[src/rtl/mina_memarb_pkg.sv]
// Shared definitions for the minaret memory arbiter: bus widths, mask constants,
// state encoding and an address-alignment helper.
package mina_memarb_pkg;

    localparam int unsigned W_ADDR = 32;
    localparam int unsigned W_DATA = 32;
    localparam int unsigned W_MASK = 4;
    localparam int unsigned W_CNT  = 8;

    localparam logic [W_MASK-1:0] M_FETCH = '0;

    typedef enum logic [1:0] {
        ST_IDLE = 2'd0,
        ST_IBUS = 2'd1,
        ST_DBUS = 2'd2,
        ST_RESP = 2'd3
    } state_e;

    // Word address from the upper address bits; the bus never sees byte offsets.
    function automatic logic [W_ADDR-1:0] word_align(input logic [W_ADDR-3:0] word);
        return {word, 2'b00};
    endfunction

endpackage

[src/rtl/mina_memarb_if.sv]
// Bundle of the core fetch port, core data port, shared memory bus and error flag.
// The arbiter uses the slave view; the environment (core + memory) uses the master view.
interface mina_memarb_if;
    import mina_memarb_pkg::*;

    logic              imem_valid;
    logic [W_ADDR-1:0] imem_addr;
    logic              imem_ready;
    logic [W_DATA-1:0] imem_rdata;

    logic              dmem_valid;
    logic [W_ADDR-1:0] dmem_addr;
    logic [W_MASK-1:0] dmem_wmask;
    logic [W_DATA-1:0] dmem_wdata;
    logic [W_MASK-1:0] dmem_rmask;
    logic              dmem_ready;
    logic [W_DATA-1:0] dmem_rdata;

    logic              mem_req;
    logic [W_ADDR-1:0] mem_addr;
    logic [W_MASK-1:0] mem_wmask;
    logic [W_DATA-1:0] mem_wdata;
    logic              mem_ack;
    logic [W_DATA-1:0] mem_rdata;

    logic              bus_err;

    modport slave (
        input  imem_valid, imem_addr, dmem_valid, dmem_addr, dmem_wmask, dmem_wdata,
               dmem_rmask, mem_ack, mem_rdata,
        output imem_ready, imem_rdata, dmem_ready, dmem_rdata, mem_req, mem_addr,
               mem_wmask, mem_wdata, bus_err
    );

    modport master (
        output imem_valid, imem_addr, dmem_valid, dmem_addr, dmem_wmask, dmem_wdata,
               dmem_rmask, mem_ack, mem_rdata,
        input  imem_ready, imem_rdata, dmem_ready, dmem_rdata, mem_req, mem_addr,
               mem_wmask, mem_wdata, bus_err
    );

endinterface

[src/rtl/mina_memarb_wdog.sv]
// Wait-cycle watchdog: expired is high during the TIMEOUT-th enabled cycle after clear.
module mina_wdog import mina_memarb_pkg::*; #(
    parameter int unsigned TIMEOUT = 255
) (
    input  logic clk,
    input  logic reset,
    input  logic clear,
    input  logic enable,
    output logic expired
);

    localparam int unsigned W_EXT = W_CNT + 1;

    logic [W_CNT-1:0] count;

    // expired is precomputed one cycle ahead so it can be a plain register.
    always_ff @(posedge clk or negedge reset) begin
        if (!reset) begin
            count   <= '0;
            expired <= 1'b0;
        end else if (clear) begin
            count   <= '0;
            expired <= (TIMEOUT == 1);
        end else if (enable) begin
            count   <= count + W_CNT'(1);
            expired <= (W_EXT'(count) + W_EXT'(2)) == W_EXT'(TIMEOUT);
        end
    end

endmodule

[src/rtl/mina_memarb.sv]
// Two-port (fetch/data) arbiter onto one shared memory bus with data priority,
// a per-transaction ack watchdog and a sticky abort flag.
module mina_memarb import mina_memarb_pkg::*; #(
    parameter int unsigned       TIMEOUT  = 255,
    parameter logic [W_DATA-1:0] ERR_DATA = 32'hDEADBEEF
) (
    input  logic         clk,
    input  logic         reset,
    mina_memarb_if.slave bus
);

    state_e            state_q, state_d;
    logic              hold_i, hold_d;
    logic              i_req, d_req, busy, grant, done;
    logic              wd_expired;
    logic              req_nxt, ri_nxt, rd_nxt, err_nxt;
    logic [W_DATA-1:0] cap_data;
    logic              unused_bits;

    // The core keeps valid up for one cycle after ready; that cycle is not a new request.
    assign i_req    = bus.imem_valid & ~hold_i;
    assign d_req    = bus.dmem_valid & ~hold_d;
    assign busy     = (state_q == ST_IBUS) || (state_q == ST_DBUS);
    assign grant    = (state_q == ST_IDLE) && (i_req || d_req);
    assign done     = busy && (bus.mem_ack || wd_expired);
    assign cap_data = bus.mem_ack ? bus.mem_rdata : ERR_DATA;

    assign unused_bits = ^{bus.imem_addr[1:0], bus.dmem_addr[1:0], bus.dmem_rmask};

    mina_wdog #(.TIMEOUT(TIMEOUT)) u_wdog (
        .clk     (clk),
        .reset   (reset),
        .clear   (grant),
        .enable  (busy & ~bus.mem_ack),
        .expired (wd_expired)
    );

    always_ff @(posedge clk or negedge reset) begin
        if (!reset) state_q <= ST_IDLE;
        else        state_q <= state_d;
    end

    always_comb begin
        state_d = state_q;
        case (state_q)
            ST_IDLE: begin
                if (d_req)      state_d = ST_DBUS;
                else if (i_req) state_d = ST_IBUS;
            end
            ST_IBUS, ST_DBUS: if (done) state_d = ST_RESP;
            ST_RESP: state_d = ST_IDLE;
            default: state_d = ST_IDLE;
        endcase
    end

    // Ack wins over a watchdog expiry in the same cycle.
    always_comb begin
        req_nxt = bus.mem_req;
        ri_nxt  = 1'b0;
        rd_nxt  = 1'b0;
        err_nxt = bus.bus_err;
        case (state_q)
            ST_IDLE: req_nxt = grant;
            ST_IBUS, ST_DBUS: begin
                if (done) begin
                    req_nxt = 1'b0;
                    ri_nxt  = (state_q == ST_IBUS);
                    rd_nxt  = (state_q == ST_DBUS);
                    err_nxt = bus.bus_err | ~bus.mem_ack;
                end
            end
            default: req_nxt = 1'b0;
        endcase
    end

    always_ff @(posedge clk or negedge reset) begin
        if (!reset) begin
            bus.mem_req    <= 1'b0;
            bus.mem_addr   <= '0;
            bus.mem_wmask  <= '0;
            bus.mem_wdata  <= '0;
            bus.imem_ready <= 1'b0;
            bus.dmem_ready <= 1'b0;
            bus.imem_rdata <= '0;
            bus.dmem_rdata <= '0;
            bus.bus_err    <= 1'b0;
            hold_i         <= 1'b0;
            hold_d         <= 1'b0;
        end else begin
            bus.mem_req    <= req_nxt;
            bus.imem_ready <= ri_nxt;
            bus.dmem_ready <= rd_nxt;
            bus.bus_err    <= err_nxt;
            hold_i         <= bus.imem_ready;
            hold_d         <= bus.dmem_ready;
            if (grant) begin
                if (d_req) begin
                    bus.mem_addr  <= word_align(bus.dmem_addr[W_ADDR-1:2]);
                    bus.mem_wmask <= bus.dmem_wmask;
                    bus.mem_wdata <= bus.dmem_wdata;
                end else begin
                    bus.mem_addr  <= word_align(bus.imem_addr[W_ADDR-1:2]);
                    bus.mem_wmask <= M_FETCH;
                    bus.mem_wdata <= '0;
                end
            end
            if (done && (state_q == ST_IBUS)) bus.imem_rdata <= cap_data;
            if (done && (state_q == ST_DBUS)) bus.dmem_rdata <= cap_data;
        end
    end

endmodule

[src/flat_wrapper.sv]
// flat-port wrapper written by rule: the top's interface ports become plain ports
module mina_memarb_flat import mina_memarb_pkg::*;
#(
    parameter int unsigned       TIMEOUT  = 255,
    parameter logic [W_DATA-1:0] ERR_DATA = 32'hDEADBEEF
)
  (clk, reset, bus_imem_valid, bus_imem_addr, bus_dmem_valid, bus_dmem_addr, bus_dmem_wmask, bus_dmem_wdata, bus_dmem_rmask, bus_mem_ack, bus_mem_rdata, bus_imem_ready, bus_imem_rdata, bus_dmem_ready, bus_dmem_rdata, bus_mem_req, bus_mem_addr, bus_mem_wmask, bus_mem_wdata, bus_bus_err);
  mina_memarb_if bus_i ();
  input  logic clk;
  input  logic reset;
  input wire logic [$bits(bus_i.imem_valid)-1:0] bus_imem_valid;
  input wire logic [$bits(bus_i.imem_addr)-1:0] bus_imem_addr;
  input wire logic [$bits(bus_i.dmem_valid)-1:0] bus_dmem_valid;
  input wire logic [$bits(bus_i.dmem_addr)-1:0] bus_dmem_addr;
  input wire logic [$bits(bus_i.dmem_wmask)-1:0] bus_dmem_wmask;
  input wire logic [$bits(bus_i.dmem_wdata)-1:0] bus_dmem_wdata;
  input wire logic [$bits(bus_i.dmem_rmask)-1:0] bus_dmem_rmask;
  input wire logic [$bits(bus_i.mem_ack)-1:0] bus_mem_ack;
  input wire logic [$bits(bus_i.mem_rdata)-1:0] bus_mem_rdata;
  output wire logic [$bits(bus_i.imem_ready)-1:0] bus_imem_ready;
  output wire logic [$bits(bus_i.imem_rdata)-1:0] bus_imem_rdata;
  output wire logic [$bits(bus_i.dmem_ready)-1:0] bus_dmem_ready;
  output wire logic [$bits(bus_i.dmem_rdata)-1:0] bus_dmem_rdata;
  output wire logic [$bits(bus_i.mem_req)-1:0] bus_mem_req;
  output wire logic [$bits(bus_i.mem_addr)-1:0] bus_mem_addr;
  output wire logic [$bits(bus_i.mem_wmask)-1:0] bus_mem_wmask;
  output wire logic [$bits(bus_i.mem_wdata)-1:0] bus_mem_wdata;
  output wire logic [$bits(bus_i.bus_err)-1:0] bus_bus_err;
  assign bus_i.imem_valid = bus_imem_valid;
  assign bus_i.imem_addr = bus_imem_addr;
  assign bus_i.dmem_valid = bus_dmem_valid;
  assign bus_i.dmem_addr = bus_dmem_addr;
  assign bus_i.dmem_wmask = bus_dmem_wmask;
  assign bus_i.dmem_wdata = bus_dmem_wdata;
  assign bus_i.dmem_rmask = bus_dmem_rmask;
  assign bus_i.mem_ack = bus_mem_ack;
  assign bus_i.mem_rdata = bus_mem_rdata;
  assign bus_imem_ready = bus_i.imem_ready;
  assign bus_imem_rdata = bus_i.imem_rdata;
  assign bus_dmem_ready = bus_i.dmem_ready;
  assign bus_dmem_rdata = bus_i.dmem_rdata;
  assign bus_mem_req = bus_i.mem_req;
  assign bus_mem_addr = bus_i.mem_addr;
  assign bus_mem_wmask = bus_i.mem_wmask;
  assign bus_mem_wdata = bus_i.mem_wdata;
  assign bus_bus_err = bus_i.bus_err;
  mina_memarb #(.TIMEOUT(TIMEOUT), .ERR_DATA(ERR_DATA)) u_core (.clk(clk), .reset(reset), .bus(bus_i));
endmodule
[config.mk]
export PLATFORM = sky130hd
export DESIGN_NAME = mina_memarb_flat
export DESIGN_NICKNAME = d
export VERILOG_FILES = /design/src/rtl/mina_memarb_pkg.sv /design/src/rtl/mina_memarb_if.sv /design/src/rtl/mina_memarb_wdog.sv /design/src/rtl/mina_memarb.sv /design/src/flat_wrapper.sv
export SDC_FILE = /design/constraint.sdc
export NUM_CORES = 1
export LEC_CHECK = 0
export ABC_AREA = 1
export ABC_CLOCK_PERIOD_IN_PS = 3510
export CAP_MARGIN = 20
export CELL_PAD_IN_SITES_DETAIL_PLACEMENT = 0
export CELL_PAD_IN_SITES_GLOBAL_PLACEMENT = 1
export CORE_ASPECT_RATIO = 1.2
export CORE_MARGIN = 2
export CORE_UTILIZATION = 33
export CTS_CLUSTER_SIZE = 28
export DETAILED_ROUTE_END_ITERATION = 10
export GPL_ROUTABILITY_DRIVEN = 0
export PLACE_DENSITY_LB_ADDON = 0.1
export SLEW_MARGIN = 20
export SYNTH_ARGS = -nofsm -noshare
export SYNTH_HDL_FRONTEND = slang
export SYNTH_SLANG_ARGS = --single-unit
[constraint.sdc]
create_clock -name clk -period 3.51 [get_ports clk]
set_input_delay 1.053 -clock clk [delete_from_list [all_inputs] [get_ports clk]]
set_output_delay 1.053 -clock clk [all_outputs]
set_load 0.005 [all_outputs]
==> impl_results.md <==
* Synth Flop Type: dfrtp_1
* Clock net sink count at 147
* Crit path launch type: primary input
* Post-Synth Adder-Cell Area at 1.171%
* Post-Synth XOR/XNOR Area at 0.5462%
* Core footprint at 0.01899 mm^2
* Die ar. at 0.02057 mm^2
* YS warnings at 0
* 1st-iter DRT viols at 305
* Logic gate share of total power at 41.8%
* Post-synthesis async set-or-reset flop share at 100.0%
* Final Hold Vio Count at 0
* Global route overflow at 0
* Fill cell count at 1,884
* Worst Hold Class: reg2reg
* Fin crit share at 69.88%
* PwrDens at 801.0 mW/mm^2
* Seq/Total Area, Yosys at 57.35%
* Flop pwr share at 35.3%
* Top Ports at 277
* Crit Path Class: in2reg
* Compound-Gate Fraction of Synth Area at 7.979%
* Least-Margin Pin Slew at 0.7936 ns
* Hold-fix buffers, CTS at 0
* Drt wl/cell at 15.22 um
* Final max-slew violation count at 0
* Post-DP HPWL at 13,180 um
* Initial antenna violation count at 0
* Hold Path Sink: u_core.hold_i
* Vias per cell at 4.465
* Synthesized area at 0.006414 mm^2
* Nets at 1,137
* Max Cap Viol at 0
* R2R Path Start: u_core.state_q[0]
* Hold depth at 0
* Worst EP arrival at 2.79 ns
* Register bit count reported by yosys at 147
* PortBufs at 266
* R2R cell count at 9
* Power share of the clock group at 22.9%
* Fin crit period at 2.453 ns
* R2R Path End: u_core.u_wdog.count[7]
* Post-Synth Simple-Gate Area at 25.11%
* Post-route ant nets at 0
* Critical Path Fanout Max at 45
* Syn Inst Count at 732
* Vias in the first global route at 5,536
* Worst hold margin at 0.3727 ns
* Critical Path End Type: flop
* Post-Route WL at 19,160 um
* Via count at 5,621
* Tot Pwr at 7.883 mW
* Largest family of logic cells by synthesized area: simple AND/OR/NAND/NOR gates
* Setup violators final at 0
* Status: finished clean
* Max Fclk at 407.7 MHz
* Worst min-delay path startpoint: u_core.bus.imem_ready
* First-pass GRT wire length at 30,620 um
* CTS max path bufs at 2
* RSZ-0062 raised after global routing: false
* Clock-pin slew on the worst setup and hold paths at 0.06 ns
* Net Sw Frac at 33.26%
* Number of synthesized flops with an enable pin at 0
* PnR worst setup slack at 1.057 ns
* Die W at 131.3 um
* Num rows at 55
* Diode count at 0
* Synth-to-Final Area Change at 53.45%
* Initial Utilization at 33.77%
* Switching power total at 2.622 mW
* Total Routing Usage GR at 18.84%
* CTS H-Tree Depth at 4
* Leakage at 4.589 nW
* Later-pin clock latency in the skew report at 0.41 ns
* CTS tree: built
* Clk root buf: clkbuf_16
* Internal power at 5.261 mW
* CTS buffer count at 17
* Mapped Avg Cell Area at 8.762 um^2
* Total setup buffers inserted after CTS at 0
* Largest net degree at the start of global routing at 70
* Vert. Die Dim at 156.7 um
* DR pass1 iterations at 4
* Max Clock Skew at 0.01119 ns
* Max VDD drop at 435.3 uV
* Multiplexer area fraction after synthesis at 0%
* CP required at 3.85 ns
* Share of layout cells above drive strength 1 at 8.873%
* Dpl ws at 0.6142 ns
* Yosys cell types at 27
* Slew Limit Headroom at 47.02%
* Reg2reg setup slack at 1.54 ns
* CTS resizes at 0
* DRC Markers at 0
* Setup TNS at 0 ns
==> cells in the mapped netlist (2+ instances only) <==
library cell	instances	area [um^2]
inv_2	3	11.26
a31oi_1	30	187.7
inv_1	52	195.2
nand4_1	3	18.77
nor2_1	38	142.6
buf_2	13	65.06
buf_6	8	90.09
ha_1	6	75.07
nand2_1	264	991.0
xor2_1	4	35.03
o21ai_0	7	35.03
dfrtp_1	147	3679
clkinv_4	2	17.52
buf_4	7	52.55
nand3_1	41	205.2
o21ai_1	52	260.3
or2_2	25	156.4
nand2_4	3	33.78
nand2_2	10	62.56
clkbuf_1	10	37.54
==> logic make-up (layout without fill, tap and decap cells) <==
kind of cell,count (synthesis),count (layout)
AOI/OAI and AO/OA,92,92
xor gates and xnor gates,4,4
adders and majority gates,6,6
buffers and inverters,98,368
DFF,147,147
other,1,2
and+or+nand+nor,384,384
==> sequential cells by signal, summed over array words and instances (netlist names) <==
register               count
u_core.bus.dmem_ready      1
u_core.bus.imem_rdata     32
u_core.hold_i              1
u_core.bus.mem_wmask       4
u_core.bus.mem_wdata      32
u_core.bus.bus_err         1
u_core.hold_d              1
u_core.state_q             2
u_core.bus.dmem_rdata     32
u_core.u_wdog.expired      1
u_core.bus.mem_req         1
u_core.u_wdog.count        8
u_core.bus.imem_ready      1
u_core.bus.mem_addr       30
==> worst max path at each step <==
stage | startpoint | endpoint | slack (ns) | depth (start not counted)
floorplan | bus_mem_ack | u_core.bus.dmem_rdata[18] | 1.64 | 7
global placement | bus_dmem_valid | u_core.u_wdog.expired | 0.63 | 8
detailed placement | bus_dmem_valid | u_core.u_wdog.count[7] | 0.61 | 8
CTS | bus_dmem_valid | u_core.u_wdog.count[7] | 1.04 | 8
global route | bus_dmem_valid | u_core.u_wdog.count[7] | 0.93 | 8
finish | bus_dmem_valid | u_core.u_wdog.count[7] | 1.06 | 8
==> stage by stage <==
stage          cell area, um^2  instances  utilization (%)
2_1_floorplan             6417        733                -
3_3_place_gp              9260       1227            48.75
3_5_place_dp              9260       1227            48.75
4_1_cts                   9842       1259            51.82
5_1_grt                   9842       1259            51.82
6_report                  9842       1259            51.82
==> power groups by stage <==
stage | logic [mW] | clock network, mW | registers (mW)
CTS | 3.37 | 1.86 | 2.79
detailed placement | 3.35 | 0 | 2.81
floorplan | 1.39 | 0 | 2.86
finish | 3.29 | 1.81 | 2.79
global placement | 3.34 | 0 | 2.80
global route | 3.64 | 1.94 | 2.88
==> cell usage in the layout (no fill, tap or decap), drive strengths merged <==
cell type        n
nand3           41
dfrtp          147
clkbuf          18
bufinv           2
clkinvlp         4
clkdlybuf4s50  265
clkinv           6
o21bai           1
conb             2
a21oi            2
nand2          277
inv             60
a31oi           30
or2             25
nand4            3
o21ai           59
buf             13
nor2            38
xor2             4
ha               6
==> critical path, cell delays in order <==
cell             delay (ns)
clkdlybuf4s50_1        0.48
nand3_1                0.15
nand2_2                0.07
inv_2                  0.57
nand2_1                0.17
inv_2                  0.17
nand2_1                0.07
nand2_1                0.06
==> layout make-up <==
| class | instances | area, um^2 | share of cell area (%) |
|---|---|---|---|
| Sequential cell | 147 | 3679 | 37.38 |
| Inverter | 58 | 230.2 | 2.339 |
| Timing Repair Buffer | 278 | 2791 | 28.36 |
| Clock inverter | 14 | 152.6 | 1.551 |
| Tap cell | 256 | 320.3 | 3.255 |
| Clock buffer | 18 | 429.2 | 4.361 |
| Multi-Input combinational cell | 488 | 2240 | 22.76 |
==> per-layer routing <==
layer	global-route usage [%]	vias up	share of wire [%]
met5	0	-	0
met4	5.176	0	1.2
met3	6.868	13	7.6
met2	31.40	167	48
met1	23.18	2619	44
li1	-	2822	-
Power figures use the tool's default switching activity.
